[src/rtl/hazard_ctrl_v2.sv]
// Hazard and pipeline-control unit for the 5-stage MIPS core: forwarding selects, RAW stalls,
// an internal divide sequencer and per-stage stall/flush. Optional exception flush path: EXC_FLUSH_EN.
module hazard_ctrl_v2 #(
    parameter int REG_ADDR_W = 5,
    parameter int DIV_LAT    = 32,
    parameter int CNT_W      = 8
) (
    input  logic                  clk,
    input  logic                  rst,
    input  logic [REG_ADDR_W-1:0] rsD,
    input  logic [REG_ADDR_W-1:0] rtD,
    input  logic                  branchD,
    input  logic                  jumpregD,
    input  logic [REG_ADDR_W-1:0] rsE,
    input  logic [REG_ADDR_W-1:0] rtE,
    input  logic [REG_ADDR_W-1:0] writeregE,
    input  logic                  regwriteE,
    input  logic                  memtoregE,
    input  logic                  divE,
    input  logic [REG_ADDR_W-1:0] writeregM,
    input  logic                  regwriteM,
    input  logic                  memtoregM,
    input  logic [REG_ADDR_W-1:0] writeregW,
    input  logic                  regwriteW,
    output logic                  forwardaD,
    output logic                  forwardbD,
    output logic [1:0]            forwardaE,
    output logic [1:0]            forwardbE,
    output logic                  lwstallD,
    output logic                  branchstallD,
    output logic                  stallF,
    output logic                  stallD,
    output logic                  stallE,
    output logic                  flushE,
    output logic                  flushM,
`ifdef EXC_FLUSH_EN
    input  logic                  exceptM,
    output logic                  flushF,
    output logic                  flushD,
    output logic                  flushW,
`endif
    output logic                  div_busy,
    output logic                  div_doneE
);

    typedef enum logic [1:0] {
        S_IDLE = 2'd0,
        S_BUSY = 2'd1,
        S_DONE = 2'd2
    } div_state_t;

    localparam logic [CNT_W-1:0] LP_CNT_LOAD = CNT_W'(DIV_LAT - 1);

    genvar gi;

    // ------------------------------------------------------------------
    // E-stage forwarding: operand 0 is rs, operand 1 is rt; M beats W
    // ------------------------------------------------------------------
    logic [REG_ADDR_W-1:0] w_src_e [2];
    logic [1:0]            w_fwd_e [2];

    assign w_src_e[0] = rsE;
    assign w_src_e[1] = rtE;

    generate
        for (gi = 0; gi < 2; gi++) begin : g_fwd_e
            logic w_nz;
            logic w_hit_m;
            logic w_hit_w;

            assign w_nz    = (w_src_e[gi] != '0);
            assign w_hit_m = w_nz & regwriteM & (w_src_e[gi] == writeregM);
            assign w_hit_w = w_nz & regwriteW & (w_src_e[gi] == writeregW);
            assign w_fwd_e[gi] = w_hit_m ? 2'b10 : (w_hit_w ? 2'b01 : 2'b00);
        end
    endgenerate

    assign forwardaE = w_fwd_e[0];
    assign forwardbE = w_fwd_e[1];

    // ------------------------------------------------------------------
    // D-stage terms: compare forwarding, load-use and branch RAW hits
    // ------------------------------------------------------------------
    logic [REG_ADDR_W-1:0] w_src_d [2];
    logic [1:0]            w_used_d;
    logic [1:0]            w_fwd_d;
    logic [1:0]            w_raw_d;
    logic [1:0]            w_lw_d;
    logic                  w_rte_nz;

    assign w_src_d[0] = rsD;
    assign w_src_d[1] = rtD;
    assign w_used_d[0] = branchD | jumpregD;
    assign w_used_d[1] = branchD;
    assign w_rte_nz    = (rtE != '0);

    generate
        for (gi = 0; gi < 2; gi++) begin : g_src_d
            logic w_nz;
            logic w_hit_e;
            logic w_hit_m_ld;

            assign w_nz        = (w_src_d[gi] != '0);
            assign w_hit_e     = regwriteE & (w_src_d[gi] == writeregE);
            assign w_hit_m_ld  = memtoregM & (w_src_d[gi] == writeregM);
            assign w_fwd_d[gi] = w_nz & regwriteM & (w_src_d[gi] == writeregM);
            assign w_raw_d[gi] = w_used_d[gi] & w_nz & (w_hit_e | w_hit_m_ld);
            assign w_lw_d[gi]  = memtoregE & w_rte_nz & (rtE == w_src_d[gi]);
        end
    endgenerate

    assign forwardaD    = w_fwd_d[0];
    assign forwardbD    = w_fwd_d[1];
    assign lwstallD     = |w_lw_d;
    assign branchstallD = |w_raw_d;

    // ------------------------------------------------------------------
    // Divide sequencer
    // ------------------------------------------------------------------
    div_state_t       r_state;
    div_state_t       w_state_next;
    logic [CNT_W-1:0] r_cnt;
    logic [CNT_W-1:0] w_cnt_next;
    logic             w_div_hold;
    logic             w_abort;

`ifdef EXC_FLUSH_EN
    assign w_abort = exceptM;
`else
    assign w_abort = 1'b0;
`endif

    always_ff @(posedge clk) begin
        if (rst) begin
            r_state <= S_IDLE;
            r_cnt   <= '0;
        end else begin
            r_state <= w_state_next;
            r_cnt   <= w_cnt_next;
        end
    end

    always_comb begin
        w_state_next = r_state;
        w_cnt_next   = r_cnt;
        case (r_state)
            S_IDLE: begin
                if (divE) begin
                    w_state_next = S_BUSY;
                    w_cnt_next   = LP_CNT_LOAD;
                end
            end
            S_BUSY: begin
                if (r_cnt == '0) begin
                    w_state_next = S_DONE;
                end else begin
                    w_cnt_next = r_cnt - CNT_W'(1);
                end
            end
            // divE is still high here for the finishing divide; it must not restart.
            S_DONE: begin
                w_state_next = S_IDLE;
            end
            default: begin
                w_state_next = S_IDLE;
                w_cnt_next   = '0;
            end
        endcase
        if (w_abort) begin
            w_state_next = S_IDLE;
            w_cnt_next   = '0;
        end
    end

    always_comb begin
        w_div_hold = 1'b0;
        div_busy   = 1'b0;
        div_doneE  = 1'b0;
        case (r_state)
            S_IDLE: begin
                w_div_hold = divE;
            end
            S_BUSY: begin
                w_div_hold = 1'b1;
                div_busy   = 1'b1;
            end
            S_DONE: begin
                div_busy  = 1'b1;
                div_doneE = 1'b1;
            end
            default: begin
                w_div_hold = 1'b0;
            end
        endcase
    end

    // ------------------------------------------------------------------
    // Stall / flush: a held E is never flushed; M gets the bubble instead
    // ------------------------------------------------------------------
    logic w_raw_stall;

    assign w_raw_stall = lwstallD | branchstallD;

    always_comb begin
        stallE = w_div_hold;
        stallD = w_raw_stall | w_div_hold;
        stallF = w_raw_stall | w_div_hold;
        flushE = w_raw_stall & ~w_div_hold;
        flushM = w_div_hold;
`ifdef EXC_FLUSH_EN
        flushF = 1'b0;
        flushD = 1'b0;
        flushW = 1'b0;
        if (exceptM) begin
            stallF = 1'b0;
            stallD = 1'b0;
            stallE = 1'b0;
            flushF = 1'b1;
            flushD = 1'b1;
            flushE = 1'b1;
            flushM = 1'b1;
            flushW = 1'b1;
        end
`endif
    end

endmodule
[config.mk]
export PLATFORM = sky130hd
export DESIGN_NAME = hazard_ctrl_v2
export DESIGN_NICKNAME = d
export VERILOG_FILES = /design/src/rtl/hazard_ctrl_v2.sv
export SDC_FILE = /design/constraint.sdc
export NUM_CORES = 1
export LEC_CHECK = 0
export CELL_PAD_IN_SITES_DETAIL_PLACEMENT = 2
export CELL_PAD_IN_SITES_GLOBAL_PLACEMENT = 2
export CORE_ASPECT_RATIO = 2
export CORE_MARGIN = 5
export CORE_UTILIZATION = 22
export DETAILED_ROUTE_END_ITERATION = 10
export PLACE_DENSITY = 0.84
export SLEW_MARGIN = 20
export SYNTH_ARGS = -nofsm -noshare
export SYNTH_HDL_FRONTEND = slang
export SYNTH_SLANG_ARGS = --single-unit
[constraint.sdc]
create_clock -name clk -period 2.4 [get_ports clk]
set_input_delay 0.48 -clock clk [delete_from_list [all_inputs] [get_ports clk]]
set_output_delay 0.48 -clock clk [all_outputs]
set_load 0.02 [all_outputs]
==> qor.yml, run 1 <==
critical_path:
  crit_family: "simple AND/OR/NAND/NOR gates"
  required_ps: 1920
  cp_common_cell: "buf_6"
  cp_num_buf_inv: 2
  cp_data_arrival_time_ps: 1940
  cp-start-kind: "input pin"
  cp-end-kind: "output pin"
  path_cells: "buf_6 > or4_4 > o22a_1 > a32oi_2 > nand3b_1 > buf_6"
  slowest_delay_ps: 530
  critical_path_class: "in -> out"
  crit_fanout: 3
  cpMaxStageDelayCell: "or4_4"
clock_tree:
  clk_latency_ps: 240
  cts_tree: "done"
  cts.clk_slew.worst_paths_ps: 40
  numClockSinks: 10
  ctsHoldBuffers: 0
  htreeDepth: 1
  clk_root_buffer_cell: "clkbuf_16"
  max-clock-path-buffers: 2
  cts_inserted_buffers: 3
power_and_ir_drop:
  peakVddDrop_mv: 0.202
  clkPwrFrac_pct: 25.8
  switching_share_pct: 39.3
  comb_power_share_pct: 55.6
  p_sw_mw: 0.514
  p_int_mw: 0.796
  power_density_mw_per_mm2: 516
  leakagePower_nw: 1.07
  pwr-share-seq_pct: 18.6
sta:
  slew_viol_final: 0
  finalHoldViolations: 0
  fin_crit_sh_pct: 101
  min_period_ps: 2420
  timing.hold.ws_ps: 506
  fmax_mhz: 414
  tightest_slew_ps: 480
  setup_violations: 2
  rsz0062_at_grt: "true"
  setup_ws_ps: -16.3
  fin_skew_ps: 1.08
  relSlewSlack_pct: 67.9
route:
  wl_per_cell_um: 21.7
  vias_per_cell: 5.07
  drt_wl_total_um: 7520
  drtIter0Drc: 38
  drtPass1Iterations: 3
  ant_nets: 0
  vias: 1755
  drcViolationCount: 0
min_path:
  min_path_type: "reg -> reg"
die:
  core_region_area_mm2: 0.00596
  die_area_mm2: 0.00785
  die_h_um: 120
  initial_utilization_pct: 22.5
  die_w_um: 65.2
  rows: 40
  ioPinCount: 60
global_routing:
  grt_pass1_wl_um: 11400
  grt_antenna_before_repair: 0
  busiest_layer: "met2"
  grt_max_degree: 13
  grt.met1_usage_pct: 16.4
  grt_pass1_vias: 2130
  grt_util_met3_pct: 2.88
  track_usage_pct: 19.4
  grt_overflow_total: 0
  grt_util_met2_pct: 41.8
placement:
  routabilityCongestion: 0.881
  dpl.hpwl_um: 6180
  post_dp_cell_area_mm2: 0.00232
  place_ws_ps: -938
  portBuffers: 59
outcome:
  violations: "negative setup slack"
  status: "finished with violations"
synth:
  syn_area_mm2: 0.00134
  syn_avg_cell_area_um2: 7.57
  ys_warn_count: 0
  syn-num-nets: 226
  ys.flop_type: "dfxtp_1"
  post_synth_inst_count: 177
  synth_edf_count: 0
  seq_area_frac_synth_pct: 14.9
  ys_ff_latch: 10
  synthDistinctLibCells: 38
  async_flop_share_pct: 0
finish:
  diodes: 0
  nFillCells: 661
  drive_gt1_share_pct: 40.6
  syn_to_final_growth_pct: 89.3
  final_nets: 333
  utilization_pct: 42.6
  fin_area_mm2: 0.00254
run:
  maxCapViolations: 0
==> cells in the final DEF, fill, tap and decap left out, types with 6 or more instances in the layout <==
master / n
buf_2: 12
nand2_1: 15
buf_6: 8
nor3_1: 6
clkdlybuf4s50_1: 16
nor2_1: 8
dfxtp_1: 10
inv_1: 6
xor2_1: 9
a21oi_1: 6
dlygate4sd2_1: 12
nand3_1: 6
xnor2_1: 38
buf_4: 56
nand4_1: 6
==> routing by layer <==
metal	up-vias	share of wire, %
met2	61	62
li1	825	-
met3	21	3.9
met5	-	0
met4	0	3.8
met1	848	30
==> area by class of cell <==
cell class | count | area, µm² | area share, %
multi-input cells | 148 | 1210 | 47.7
repair buffers | 115 | 937 | 37.0
flip-flops and latches | 10 | 200 | 7.89
clock buffers | 4 | 88.8 | 3.50
well taps | 63 | 78.8 | 3.11
inverters | 6 | 22.5 | 0.888
==> power by group through the flow <==
| stage | clock, mW | combinational, mW | sequential, mW |
|---|---|---|---|
| floorplan | 0 | 0.387 | 0.235 |
| global placement | 0 | 0.664 | 0.243 |
| CTS | 0.341 | 0.729 | 0.243 |
| global route | 0.350 | 0.783 | 0.251 |
| detailed placement | 0 | 0.702 | 0.244 |
| finish | 0.338 | 0.728 | 0.244 |
==> timing repair <==
item / CTS / global route
endpoints found under the setup margin: 13 / 12
setup buffers: 9 / 0
gates cloned: 0 / 0
resized for setup: 142 / 23
pin swaps: 20 / 11
hold endpoints to repair: 0 / 0
==> path summary, 6_finish.rpt <==
check | start | endpoint | slack, ps | cells after the start
setup / recovery | rsD[2] | stallF | -20 | 6
hold / removal | r_cnt[7] | r_cnt[7] | 510 | 2
setup reg to reg | r_cnt[0] | r_cnt[7] | 290 | 7
hold reg to reg | r_cnt[7] | r_cnt[7] | 510 | 2
==> kinds of logic after synthesis <==
logic type	Yosys count	share of synthesized area [%]
adder cells (fa/ha/maj)	4	3.73
AND/OR/NAND/NOR	67	27.2
flip-flops	10	14.9
buffers and inverters	19	6.44
XOR/XNOR	52	34.0
AO/OA/AOI/OAI	25	13.7
==> worst register-to-register path: cells and delay by family (launching register included) <==
family / cells / cell delay [ps]
AND/OR/NAND/NOR: 3 / 810
buffers and inverters: 1 / 70
AO/OA/AOI/OAI: 2 / 560
adder cells (fa/ha/maj): 1 / 240
flip-flops: 1 / 360
==> sequential cells by signal, indices dropped and copies added (netlist names) <==
signal   flops
r_cnt        8
r_state      2
==> cell usage after synthesis, types with 2 or more instances <==
library cell | number | share of area (%)
or4_1 | 4 | 2.2
xnor2_1 | 43 | 28
xor2_1 | 9 | 5.9
a211oi_1 | 2 | 1.1
inv_1 | 6 | 1.7
clkbuf_1 | 8 | 2.2
nor4_1 | 4 | 1.9
o22ai_1 | 2 | 0.93
nand3_1 | 6 | 2.2
nand2b_1 | 2 | 0.93
dfxtp_1 | 10 | 15
nand2_1 | 15 | 4.2
nand3b_1 | 2 | 1.1
a21oi_1 | 6 | 2.2
nor3_1 | 10 | 3.7
nand4_1 | 6 | 2.8
nor2_1 | 10 | 2.8
o31ai_1 | 2 | 1.1
buf_4 | 4 | 2.2
o21ai_0 | 2 | 0.75
nor2b_1 | 2 | 0.93
ha_1 | 4 | 3.7
a31oi_1 | 3 | 1.4
==> through the flow <==
| stage | power, mW | TNS (ps) | cells |
|---|---|---|---|
| floorplan | 0.622 | 0 | 177 |
| global placement | 0.907 | -7540 | 335 |
| detailed placement | 0.946 | -8570 | 335 |
| CTS | 1.31 | -52.0 | 346 |
| global route | 1.38 | -226 | 346 |
| finish | 1.31 | -32.1 | 346 |
Note: power is estimated with default switching activity, not from simulation.
==> run 2: changes to the inputs <==
==> constraint.sdc (replaced) <==
create_clock -name clk -period 2.34 [get_ports clk]
set_input_delay 0.468 -clock clk [delete_from_list [all_inputs] [get_ports clk]]
set_output_delay 0.468 -clock clk [all_outputs]
set_load 0.02 [all_outputs]
==> run 2 against run 1 <==
The run still ends with negative setup slack left. Clock power down 12%. Sequential power up 4%. Critical path type unchanged. Combinational power up 3.6%. Die area unchanged. Total power down 0.36%.
==> qor.yml, run 2 (synthesized netlist as in run 1, its figures left out) <==
outcome:
  status: "finished with violations"
  violations: "negative setup slack"
finish:
  top_regs: "r_cnt x8, r_state x2"
  final_cell_mix: "buf_4, xnor2_1, nand2_1, clkdlybuf4s50_1, dlygate4sd2_1"
  drive_gt1_share_pct: 40.4  # -0.20 points
  syn_to_final_growth_pct: 90.0
  largest_reg_flops: 8  # unchanged
  final_nets: 328  # -1.5%
  top_register: "r_cnt"
  final_common_cell: "buf_4"
  diodes: 0  # unchanged
  fin_area_mm2: 0.00255  # +0.39%
  nFillCells: 632  # -4.4%
die:
  core_region_area_mm2: 0.00596  # unchanged
  ioPinCount: 60  # unchanged
  die_w_um: 65.2  # unchanged
  die_h_um: 120  # unchanged
  die_area_mm2: 0.00785  # unchanged
  initial_utilization_pct: 22.5  # unchanged
  rows: 40  # unchanged
critical_path:
  r2r-end: "r_cnt[7]"
  r2r_start: "r_state[0]"
  critical_path_class: "in -> out"
  worstRegToRegCells: 7  # unchanged
  cp-end-kind: "output pin"
  cp-start-kind: "input pin"
  required_ps: 1870  # -50 ps
  cp_data_arrival_time_ps: 1910  # -30 ps
  r2r_slack_ps: 290  # about the same
  crit_fanout: 4  # +1
min_path:
  holdPathEnd: "r_cnt[1]"
  min_path_type: "reg -> reg"
  min_path_cells: 2  # unchanged
  hold_start: "r_cnt[1]"
sta:
  fin_skew_ps: 2.49  # +1.41 ps
  relSlewSlack_pct: 65.3  # -2.6 points
  finalHoldViolations: 0  # unchanged
  slew_viol_final: 0  # unchanged
  fmax_mhz: 420
  tightest_slew_ps: 519  # +38.7 ps
  fin_crit_sh_pct: 102
  tns_ps: -101  # -69.3 ps
  setup_ws_ps: -42.4  # -26.1 ps
  min_period_ps: 2380
  rsz0062_at_grt: "true"
  setup_violations: 3  # +1
global_routing:
  track_usage_pct: 19.4  # -0.038 points
  grt_pass1_wl_um: 11400  # +0.24%
  grt_overflow_total: 0  # unchanged
  grt_pass1_vias: 2142  # +0.56%
  grt_antenna_before_repair: 0  # unchanged
  grt_max_degree: 13  # unchanged
placement:
  dpl.hpwl_um: 5930  # -4.1%
  post_dp_cell_area_mm2: 0.00231  # -0.43%
  portBuffers: 59  # unchanged
  routabilityCongestion: 0.854  # -3.0%
power_and_ir_drop:
  leakagePower_nw: 1.04  # -3.1%
  power_density_mw_per_mm2: 513  # -0.75%
  peakVddDrop_mv: 0.180  # -11%
clock_tree:
  max-clock-path-buffers: 2  # unchanged
  htreeDepth: 1  # unchanged
  ctsHoldBuffers: 0  # unchanged
  cts.clk_slew.worst_paths_ps: 40  # about the same
  clk_root_buffer_cell: "clkbuf_16"
  cts_inserted_buffers: 3  # unchanged
  numClockSinks: 10  # unchanged
  clk_latency_ps: 230  # about the same
  cts_tree: "done"
route:
  vias_per_cell: 5.07  # about the same
  ant_nets: 0  # unchanged
  vias: 1723  # -1.8%
  drtPass1Iterations: 4  # +1
  drt_wl_total_um: 7510  # -0.21%
  drcViolationCount: 0  # unchanged
  drtIter0Drc: 69  # +82%
  wl_per_cell_um: 22.1  # +1.5%
run:
  maxCapViolations: 0  # unchanged
run 2: changes by cell type in the layout (fill, tap and decap cells not counted), moves of 2 or more:
cell             previous run  this run
buf_4                      56        51
clkdlybuf4s15_2             3         8
buf_2                      12        10
clkbuf_2                    4         2
dlymetal6s2s_1              3         1
xnor2_1                    38        36
run 2: worst max path at each step:
stage / startpoint / end / slack, ps / depth (start not counted)
5_1_grt: writeregM[4] / flushE / -120 / 9
6_report: writeregM[0] / flushE / -40 / 8
4_1_cts: rtE[2] / forwardbE[0] / -50 / 7
3_5_place_dp: rtE[4] / forwardbE[1] / -830 / 7
3_3_place_gp: rtE[1] / forwardbE[0] / -760 / 6
2_1_floorplan: rtE[1] / forwardbE[0] / -20 / 5
run 2: stage by stage:
stage / worst slack (ps) / hold WS, ps / cells / total power [mW] / utilization (%)
after global routing: -123 / 560 / 340 / 1.38 / 42.8
after CTS: -49.6 / 508 / 339 / 1.30 / 41.6
final: -42.4 / 504 / 340 / 1.31 / 42.8
after detailed placement: -834 / 498 / 332 / 0.976 / 38.8
after floorplan: -23.6 / 459 / 177 / 0.639 / -
after global placement: -761 / 473 / 332 / 0.938 / 38.8
run 2: layout make-up:
type,instances,area (µm²),area share (%)
Multi-Input combinational cell,148,1250,49.1
Inverter,6,22.5,0.885
Sequential cell,10,200,7.86
Clock buffer,3,75.1,2.95
Tap cell,63,78.8,3.10
Timing Repair Buffer,110,920,36.1
run 2: where the power goes:
group	switching (mW)	internal (mW)	total [mW]
Clock	0.0770	0.221	0.298
Sequential	0.0449	0.208	0.253
Combinational	0.402	0.352	0.754
run 2: routing by layer:
layer | wire length, µm | vias up | share of wire, % | track usage, %
li1 | - | 813 | - | -
met1 | 2220 | 849 | 30 | 15.6
met2 | 4890 | 52 | 65 | 42.9
met3 | 223 | 9 | 3.0 | 2.23
met4 | 170 | 0 | 2.3 | 7.27
met5 | 0 | - | 0 | 0
run 2: worst max-delay path, cell delays in order:
cell and delay, ps:
dlygate4sd2_1 310, xnor2_1 210, nand3_2 130, o22ai_2 210, a32oi_1 120, buf_4 170, a21oi_2 170, buf_6 140
run 2: what timing repair did:
| action | CTS | global route |
|---|---|---|
| pin swaps | 20 | 13 |
| setup buffers | 4 | 2 |
| endpoints found under the hold margin | 0 | 0 |
| endpoints found under the setup margin | 13 | 10 |
| resized for setup | 145 | 23 |
==> run 3: changes to the inputs <==
--- a/config.mk
+++ b/config.mk
@@ -7,7 +7,7 @@
 export LEC_CHECK = 0
 export CELL_PAD_IN_SITES_DETAIL_PLACEMENT = 2
 export CELL_PAD_IN_SITES_GLOBAL_PLACEMENT = 2
-export CORE_ASPECT_RATIO = 2
+export CORE_ASPECT_RATIO = 0.6
 export CORE_MARGIN = 5
 export CORE_UTILIZATION = 22
 export DETAILED_ROUTE_END_ITERATION = 10
==> run 3 against run 2 <==
The run still ends with negative setup slack left. Total power is 4.5% lower. Combinational power is 0.9% higher. Flip-flop and latch count stayed put. Worst setup slack worse by 110 ps. Global-route usage is 0.60 points lower. Clock power is 22% lower. Worst hold slack better by 28 ps. Critical endpoint is now stallD.
==> qor.yml, run 3 (synthesized netlist as in run 1, its figures left out) <==
global_routing:
  grt_overflow_total: 0  # unchanged
  grt_pass1_wl_um: 11400  # +0.31%
  grt_pass1_vias: 1983  # -7.4%
  grt_antenna_before_repair: 0  # unchanged
  grt_max_degree: 13  # unchanged
  track_usage_pct: 18.8  # -0.60 points
die:
  initial_utilization_pct: 22.3  # -0.17 points
  core_region_area_mm2: 0.00600  # +0.76%
  ioPinCount: 60  # unchanged
  rows: 22  # -45%
  die_w_um: 111  # +70%
  die_area_mm2: 0.00780  # -0.55%
  die_h_um: 70.5  # -41%
finish:
  top_regs: "r_cnt x8, r_state x2"
  final_cell_mix: "buf_4, xnor2_1, clkdlybuf4s50_1"
  final_common_cell: "buf_4"
  syn_to_final_growth_pct: 83.8
  final_cell_count_no_fill: 355  # +4.4%
  drive_gt1_share_pct: 39.1  # -1.3 points
  diodes: 0  # unchanged
  largest_reg_flops: 8  # unchanged
  final_nets: 321  # -2.1%
  top_register: "r_cnt"
clock_tree:
  cts.clk_slew.worst_paths_ps: 50  # about the same
  clk_latency_ps: 250  # +20 ps
  max-clock-path-buffers: 2  # unchanged
  clk_root_buffer_cell: "clkbuf_8"
  ctsHoldBuffers: 0  # unchanged
  cts_inserted_buffers: 3  # unchanged
  htreeDepth: 1  # unchanged
  cts_tree: "done"
  numClockSinks: 10  # unchanged
critical_path:
  slowest_delay_ps: 520  # +210 ps
  r2r_start: "r_state[0]"
  cp_data_arrival_time_ps: 2030  # +120 ps
  endpoint: "stallD"
  cp_common_cell: "buf_6"
  worstRegToRegCells: 8  # +1
  cp_num_buf_inv: 2  # -1
  critPathLaunch: "rsD[4]"
  cp-start-kind: "input pin"
  r2r_slack_ps: 150  # -140 ps
  path_cells: "buf_6 > or4_4 > o22a_1 > a32oi_2 > nand3b_1 > buf_6"
  cp-end-kind: "output pin"
  crit_family: "simple AND/OR/NAND/NOR gates"
  required_ps: 1870  # about the same
  cpMaxStageDelayCell: "or4_4"
  cp.depth: 6  # -2
  crit_fanout: 3  # -1
  r2r-end: "r_cnt[7]"
  critical_path_class: "in -> out"
sta:
  finalHoldViolations: 0  # unchanged
  slew_viol_final: 0  # unchanged
  fin_crit_sh_pct: 107  # +4.7 points
  rsz0062_at_grt: "true"
  timing.hold.ws_ps: 532  # +28.0 ps
  fin_skew_ps: 9.60  # +7.12 ps
  tightest_slew_ps: 566  # +47.7 ps
  tns_ps: -401  # -300 ps
  min_period_ps: 2490  # +111 ps
  relSlewSlack_pct: 62.1  # -3.2 points
  fmax_mhz: 401  # -4.4%
  setup_violations: 4  # +1
  setup_ws_ps: -153  # -111 ps
power_and_ir_drop:
  switching_share_pct: 43.8  # +3.7 points
  peakVddDrop_mv: 0.187  # +4.0%
  p_int_mw: 0.700  # -10%
  power_density_mw_per_mm2: 506  # -1.3%
  leakagePower_nw: 0.995  # -4.3%
  pwr-share-seq_pct: 20.3  # +0.9 points
  p_sw_mw: 0.547  # +4.3%
  comb_power_share_pct: 61.0  # +3.2 points
  clkPwrFrac_pct: 18.7  # -4.2 points
  power.total_mw: 1.25  # -4.5%
outcome:
  status: "finished with violations"
  violations: "negative setup slack"
route:
  drtIter0Drc: 47  # -32%
  drt_wl_total_um: 7650  # +1.9%
  drtPass1Iterations: 4  # unchanged
  wl_per_cell_um: 21.5  # -2.4%
  vias: 1716  # -0.41%
  ant_nets: 0  # unchanged
  vias_per_cell: 4.83  # -4.6%
  drcViolationCount: 0  # unchanged
placement:
  placedCellCount: 348  # +4.8%
  dpl.hpwl_um: 5870  # -1.0%
  portBuffers: 59  # unchanged
  routabilityCongestion: 0.832  # -2.6%
  place_ws_ps: -891  # -56.8 ps
min_path:
  min_path_type: "reg -> reg"
run:
  maxCapViolations: 0  # unchanged
[run 3: cell types whose count changed in the layout (fill, tap and decap cells not counted), moves of 2 or more]
cell,previous run,this run
xnor2_1,36,38
buf_4,51,46
clkdlybuf4s15_2,8,4
clkbuf_16,3,0
clkbuf_8,0,4
clkbuf_2,2,5
[run 3: timing repair]
action | in CTS | in global routing
pin swaps | 19 | 11
setup endpoints to repair | 13 | 9
gates resized for setup | 148 | 21
endpoints found under the hold margin | 0 | 0
buffers inserted | 1 | 2
[run 3: worst min-delay path, delay by kind of cell (launching register included)]
family / cells / cell delay [ps]
buffers and inverters: 1 / 80
flip-flops: 1 / 310
AO/OA/AOI/OAI: 1 / 80
[run 3: power by group through the flow]
stage	Sequential, mW	Clock (mW)	Combinational, mW
after global placement	0.249	0	0.678
after floorplan	0.241	0	0.399
after CTS	0.250	0.235	0.735
after detailed placement	0.254	0	0.722
final	0.254	0.233	0.761
after global routing	0.260	0.247	0.809
[run 3: per-stage QoR]
step           utilization [%]  instance area, µm²
2_1_floorplan                -                1360
4_1_cts                   40.6                2430
6_report                  41.1                2460
3_5_place_dp              38.3                2300
5_1_grt                   41.1                2460
3_3_place_gp              38.3                2300
[run 3: how the worst min path moves through the flow]
stage             start  endpoint  slack [ps]  depth (start not counted)
3_3_place_gp   r_cnt[1]  r_cnt[1]         490                          2
6_report       r_cnt[1]  r_cnt[1]         530                          2
2_1_floorplan  r_cnt[1]  r_cnt[1]         460                          2
3_5_place_dp   r_cnt[7]  r_cnt[7]         530                          2
5_1_grt        r_cnt[7]  r_cnt[7]         570                          2
4_1_cts        r_cnt[7]  r_cnt[7]         530                          2
[run 3: area by class of cell]
type	instances	area, µm²
fillers	687	3540
clock buffers	4	55.1
repair buffers	103	847
well taps	84	105
flip-flops and latches	10	200
inverters	6	22.5
multi-input cells	148	1230
[run 3: layer usage]
metal	GRT usage, %	share of wire [%]	up-vias	routed length, µm
met1	23.9	46	850	3500
met2	33.0	49	47	3710
met4	4.37	2.2	0	172
met3	3.38	3.4	17	262
li1	-	-	802	-
met5	0	0	-	0
